**src/rtl/cory_rrarb4.sv**
```systemverilog
// 4-input round-robin merge for valid/ready streams with one registered output stage.
// Define CORY_RRARB_LOCK_EN to keep multi-beat packets from one source uninterleaved.
module cory_rrarb4 #(
    parameter int unsigned N  = 16,
    parameter logic [1:0]  P0 = 2'd0
) (
    input  logic         clk,
    input  logic         reset_n,
    input  logic         i_a0_v,
    input  logic [N-1:0] i_a0_d,
    input  logic         i_a0_l,
    output logic         o_a0_r,
    input  logic         i_a1_v,
    input  logic [N-1:0] i_a1_d,
    input  logic         i_a1_l,
    output logic         o_a1_r,
    input  logic         i_a2_v,
    input  logic [N-1:0] i_a2_d,
    input  logic         i_a2_l,
    output logic         o_a2_r,
    input  logic         i_a3_v,
    input  logic [N-1:0] i_a3_d,
    input  logic         i_a3_l,
    output logic         o_a3_r,
    output logic         o_z_v,
    output logic [N-1:0] o_z_d,
    output logic [1:0]   o_z_id,
    output logic         o_z_l,
    input  logic         i_z_r
);

    logic [3:0]   in_v;
    logic [3:0]   in_l;
    logic [N-1:0] in_d [4];
    logic [3:0]   gnt;
    logic [1:0]   ptr_q;
    logic [1:0]   win;
    logic [1:0]   idx;
    logic         any;
    logic         ld;
    logic [N-1:0] sel_d;
    logic         sel_l;

`ifdef CORY_RRARB_LOCK_EN
    logic         lock_q;
    logic [1:0]   lockid_q;
`endif

    assign in_v  = {i_a3_v, i_a2_v, i_a1_v, i_a0_v};
    assign in_l  = {i_a3_l, i_a2_l, i_a1_l, i_a0_l};
    assign in_d[0] = i_a0_d;
    assign in_d[1] = i_a1_d;
    assign in_d[2] = i_a2_d;
    assign in_d[3] = i_a3_d;

    // Output register is empty or being drained this cycle.
    assign ld = ~o_z_v | i_z_r;

    always_comb begin
        gnt = '0;
        win = ptr_q;
        idx = ptr_q;
        any = 1'b0;
        for (int i = 0; i < 4; i++) begin
            idx = ptr_q + 2'(i);
            if (!any && in_v[idx]) begin
                gnt[idx] = 1'b1;
                win      = idx;
                any      = 1'b1;
            end
        end
`ifdef CORY_RRARB_LOCK_EN
        // A packet in flight owns the output; everyone else waits even if it stalls.
        if (lock_q) begin
            gnt           = '0;
            gnt[lockid_q] = in_v[lockid_q];
            win           = lockid_q;
            any           = in_v[lockid_q];
        end
`endif
    end

    assign sel_d = in_d[win];
    assign sel_l = in_l[win];

    assign o_a0_r = reset_n & ld & gnt[0];
    assign o_a1_r = reset_n & ld & gnt[1];
    assign o_a2_r = reset_n & ld & gnt[2];
    assign o_a3_r = reset_n & ld & gnt[3];

    always_ff @(posedge clk or negedge reset_n) begin
        if (!reset_n) begin
            o_z_v    <= 1'b0;
            o_z_d    <= '0;
            o_z_id   <= 2'd0;
            o_z_l    <= 1'b0;
            ptr_q    <= P0;
`ifdef CORY_RRARB_LOCK_EN
            lock_q   <= 1'b0;
            lockid_q <= 2'd0;
`endif
        end else if (ld) begin
            o_z_v <= any;
            if (any) begin
                o_z_d  <= sel_d;
                o_z_id <= win;
                o_z_l  <= sel_l;
`ifdef CORY_RRARB_LOCK_EN
                lock_q   <= ~sel_l;
                lockid_q <= win;
                if (sel_l) begin
                    ptr_q <= win + 2'd1;
                end
`else
                ptr_q <= win + 2'd1;
`endif
            end
        end
    end

endmodule
```
**config.mk**
```make
export PLATFORM = sky130hd
export DESIGN_NAME = cory_rrarb4
export DESIGN_NICKNAME = d
export VERILOG_FILES = /design/src/rtl/cory_rrarb4.sv
export SDC_FILE = /design/constraint.sdc
export NUM_CORES = 1
export LEC_CHECK = 0
export CAP_MARGIN = 20
export CORE_MARGIN = 2
export CORE_UTILIZATION = 25
export DETAILED_ROUTE_END_ITERATION = 6
export GPL_TIMING_DRIVEN = 0
export PLACE_DENSITY = 0.55
export SKIP_LAST_GASP = 1
export SLEW_MARGIN = 0
export SYNTH_ARGS = -nofsm -noshare
export SYNTH_HDL_FRONTEND = slang
export SYNTH_SLANG_ARGS = --single-unit
```
**constraint.sdc**
```tcl
create_clock -name clk -period 4.37 [get_ports clk]
set_input_delay 0.437 -clock clk [delete_from_list [all_inputs] [get_ports clk]]
set_output_delay 0.437 -clock clk [all_outputs]
set_load 0.005 [all_outputs]
```
==> results.md <==
- Final non-filler cell total: 373
- #FFs+latches synth: 22
- Post-route ant nets: 0
- GRT overflow: 0
- Vias post-DR: 1,732
- DR iter-0 viols: 56
- Die area: 8020 sq um
- CTS Sinks: 22
- Yosys warning count: 0
- Commonest non-fill, non-tap cell in the layout: clkdlybuf4s50_1
- # setup viols final: 0
- Place WS: 0.758 ns
- Io pins: 99
- Minimum clock period: 3.88 ns
- Initial antenna violation count: 0
- Syn Inst Count: 171
- Power density cells: 780 nW/um^2
- Final wirelength: 5.26 mm
- Period utilization: 88.8%
- Static leakage: 1.24 nW
- DRC: 0
- Fillers: 708
- CP Launch Type: flop
- Syn Nets: 254
- Multi-input gate area: 1160 sq um
- Antenna diode count: 0
- Synth Area in XOR/XNOR: 1.98%
- Critical Path AT: 3.44 ns
- Syn_area_per_cell: 10.7 sq um
- Main synth FF type: dfrtp_1
- Slowest cell on crit path: mux4_2
- Clock H-tree levels: 1
- Final Wtd Congestion: 0.765
- Setup Fix Bufs, Post-CTS: 0
- Pin count of the biggest net entering global routing: 15
- Worst VDD drop: 0.368 mV
- DR pass1 iterations: 6
- Hold_buf cts: 0
- Post_cts resized: 0
- Critical path buffers and inverters: 3
- Met3 Use GR: 4.94%
- Post-synth EDFFs: 0
- Crit Path Max Fanout: 10
- Max Transition Viols Final: 0
- Synth unique cells: 30
- Max Fclk: 258 MHz
- WL per Instance: 14.1 microns
- Crit path kind: flop to primary output
- Final Hold Violating Endpoints: 0
- Top cells by area, synth: dfrtp_1 (30%), mux2i_1 (19%), o221ai_2 (8.2%), ha_1 (5.5%), mux4_2 (4.9%)
- Max Cap Violations: 0
- Worst min path class: input pin to asynchronous set/reset pin
- Layout Skew: 0.0145 ns
- Multiplexer share of the synthesized area: 25.3%
- Crit path max-delay family: buffers and inverters
- Starting Density: 25.5%
- Post-synthesis simple-gate area fraction: 11.2%
- GRT busiest layer: met2
- Number of global-route vias before repair: 1,637
- Met1 GRT Util: 15.5%
- Global-route wire length before repair: 7.96 mm
- Cell Chain, Critical Path: clkbuf_1 > inv_1 > ha_1 > mux4_2 > nor2b_1 > a22oi_1 > o21ai_0 > a21oi_1 > nor2_1 > clkdlybuf4s50_1
- CP endpoint kind: primary output
- Vias/cell: 4.64
- Area share of the largest cell type after synthesis: 30.1%
- CTS tree: yes
- RSZ-0062 raised after global routing: false
- Total global-route track usage: 12.9%
- Core footprint: 7180 sq um
- Worst EP required: 3.93 ns
- DP Cell Count: 369
- Area leader, netlist: dfrtp_1
- Compound-gate portion of the synthesized area: 19.4%
- Number of nets in the layout: 358
- Seq/Total Area, Yosys: 30.1%
- Die Height: 89.6 microns
- Most frequent cells in the layout: clkdlybuf4s50_1 (98), mux2i_1 (35), nand2_1 (23), dfrtp_1 (22), o221ai_2 (10)
- Met2 GRT Util: 22.1%
- Synthesized cell area: 1830 sq um
- Clk buf depth: 2
- Setup TNS: 0 ns
- Worst path max stage delay: 0.66 ns
- Main combinational cell family by area after synthesis: multiplexers
- CTS clk-pin slew, worst paths: 0.09 ns
- Clk_lat worst skew: 0.27 ns
- Measured slew at the worst slew-check pin: 0.554 ns
- Slew Limit Headroom: 63.1%
- P&R area growth vs syn: 65.1%
- Post-Synth Adder-Cell Area: 5.47%
- Buffers on Ports: 98
- Cts bufs inserted: 3
- Die W: 89.6 microns
- DP Wirelength: 4.13 mm
- Asr flop ratio synth: 100%
- Root Buffer: clkbuf_8
- Setup ws final: 0.489 ns
- Rows: 31
- Share of cells above drive strength 1: 12.0%
- Status: complete, no violations
- Sequential Area: 551 sq um
## final timing paths
| kind | depth (start not counted) | startpoint | slack, ns | endpoint |
|---|---|---|---|---|
| worst max-delay path | 10 | ptr_q[1]$_DFFE_PN0P_ | 0.49 | o_a1_r |
| worst min-delay path | 1 | reset_n | 0.48 | o_z_d[1]$_DFFE_PN0P_ |
| worst max register to register | 10 | ptr_q[1]$_DFFE_PN0P_ | 0.99 | o_z_l$_DFFE_PN0P_ |
| worst min register to register | 2 | o_z_id[1]$_DFFE_PN0P_ | 0.49 | o_z_id[1]$_DFFE_PN0P_ |
| max in group asynchronous | 2 | reset_n | 3.41 | ptr_q[0]$_DFFE_PN0P_ |
| min in group clk | 2 | o_z_id[1]$_DFFE_PN0P_ | 0.49 | o_z_id[1]$_DFFE_PN0P_ |
## worst reg2reg max path: cells and delay by family, from the launching register on
kind | cells | cell delay, ns
buffers and inverters | 4 | 0.80
adder cells (fa/ha/maj) | 1 | 0.41
flip-flops | 1 | 0.43
AND/OR/NAND/NOR | 2 | 0.57
multiplexers | 1 | 0.66
AO/OA/AOI/OAI | 2 | 0.38
## synth_stat cells (2+ instances only)
cell      count
clkbuf_1      4
nor2_1        6
a22oi_1       4
buf_8         2
o221ai_2     10
nand2_1      23
o21ai_0       5
mux2i_1      35
o221ai_1      7
dfrtp_1      22
a21oi_1       6
buf_6         4
a221oi_1      2
nand3_1       4
inv_1         4
nand2b_1      7
mux2_2        2
buf_4         2
mux4_2        4
ha_1          8
## metal layers
metal	up-vias	share of wire (%)
li1	849	-
met1	818	41
met2	63	50
met3	2	9.0
met4	0	0.46
met5	-	0
## kinds of logic (layout without fill, tap and decap cells)
family                   after synthesis  count (layout)
AND/OR/NAND/NOR                       44              44
multiplexers                          41              41
AO/OA/AOI/OAI                         38              38
flip-flops                            22              22
buffers and inverters                 16             119
adder cells (fa/ha/maj)                8               8
XOR/XNOR                               2               2
## through the flow
stage	power, mW	utilization (%)	hold WS [ns]	cell area, sq um
floorplan	1.66	-	0.141	1830
global placement	2.19	40.9	0.460	2940
detailed placement	2.20	41.1	0.470	2950
CTS	2.41	42.1	0.494	3020
global route	2.54	42.1	0.516	3020
finish	2.36	42.1	0.483	3020
## cell type report
class | instances | share of cell area, %
inverter | 4 | 0.497
tap | 99 | 4.10
buffer | 12 | 3.48
timing repair buffer | 99 | 33.0
multi-input combinational | 133 | 38.4
clock buffer | 3 | 1.37
clock inverter | 1 | 0.994
sequential | 22 | 18.2
## state kept, by name, indices dropped and copies added (netlist names)
signal,count
o_z_id,2
o_z_l,1
o_z_v,1
o_z_d,16
ptr_q,2
## power by group
group,internal [mW],switching [mW],total (mW),leakage [nW]
registers,0.312,0.0643,0.376,0.265
clock network,0.122,0.0694,0.192,0.0357
logic,0.927,0.861,1.79,0.939
total,1.36,0.995,2.36,1.24
Power figures use the tool's default switching activity.
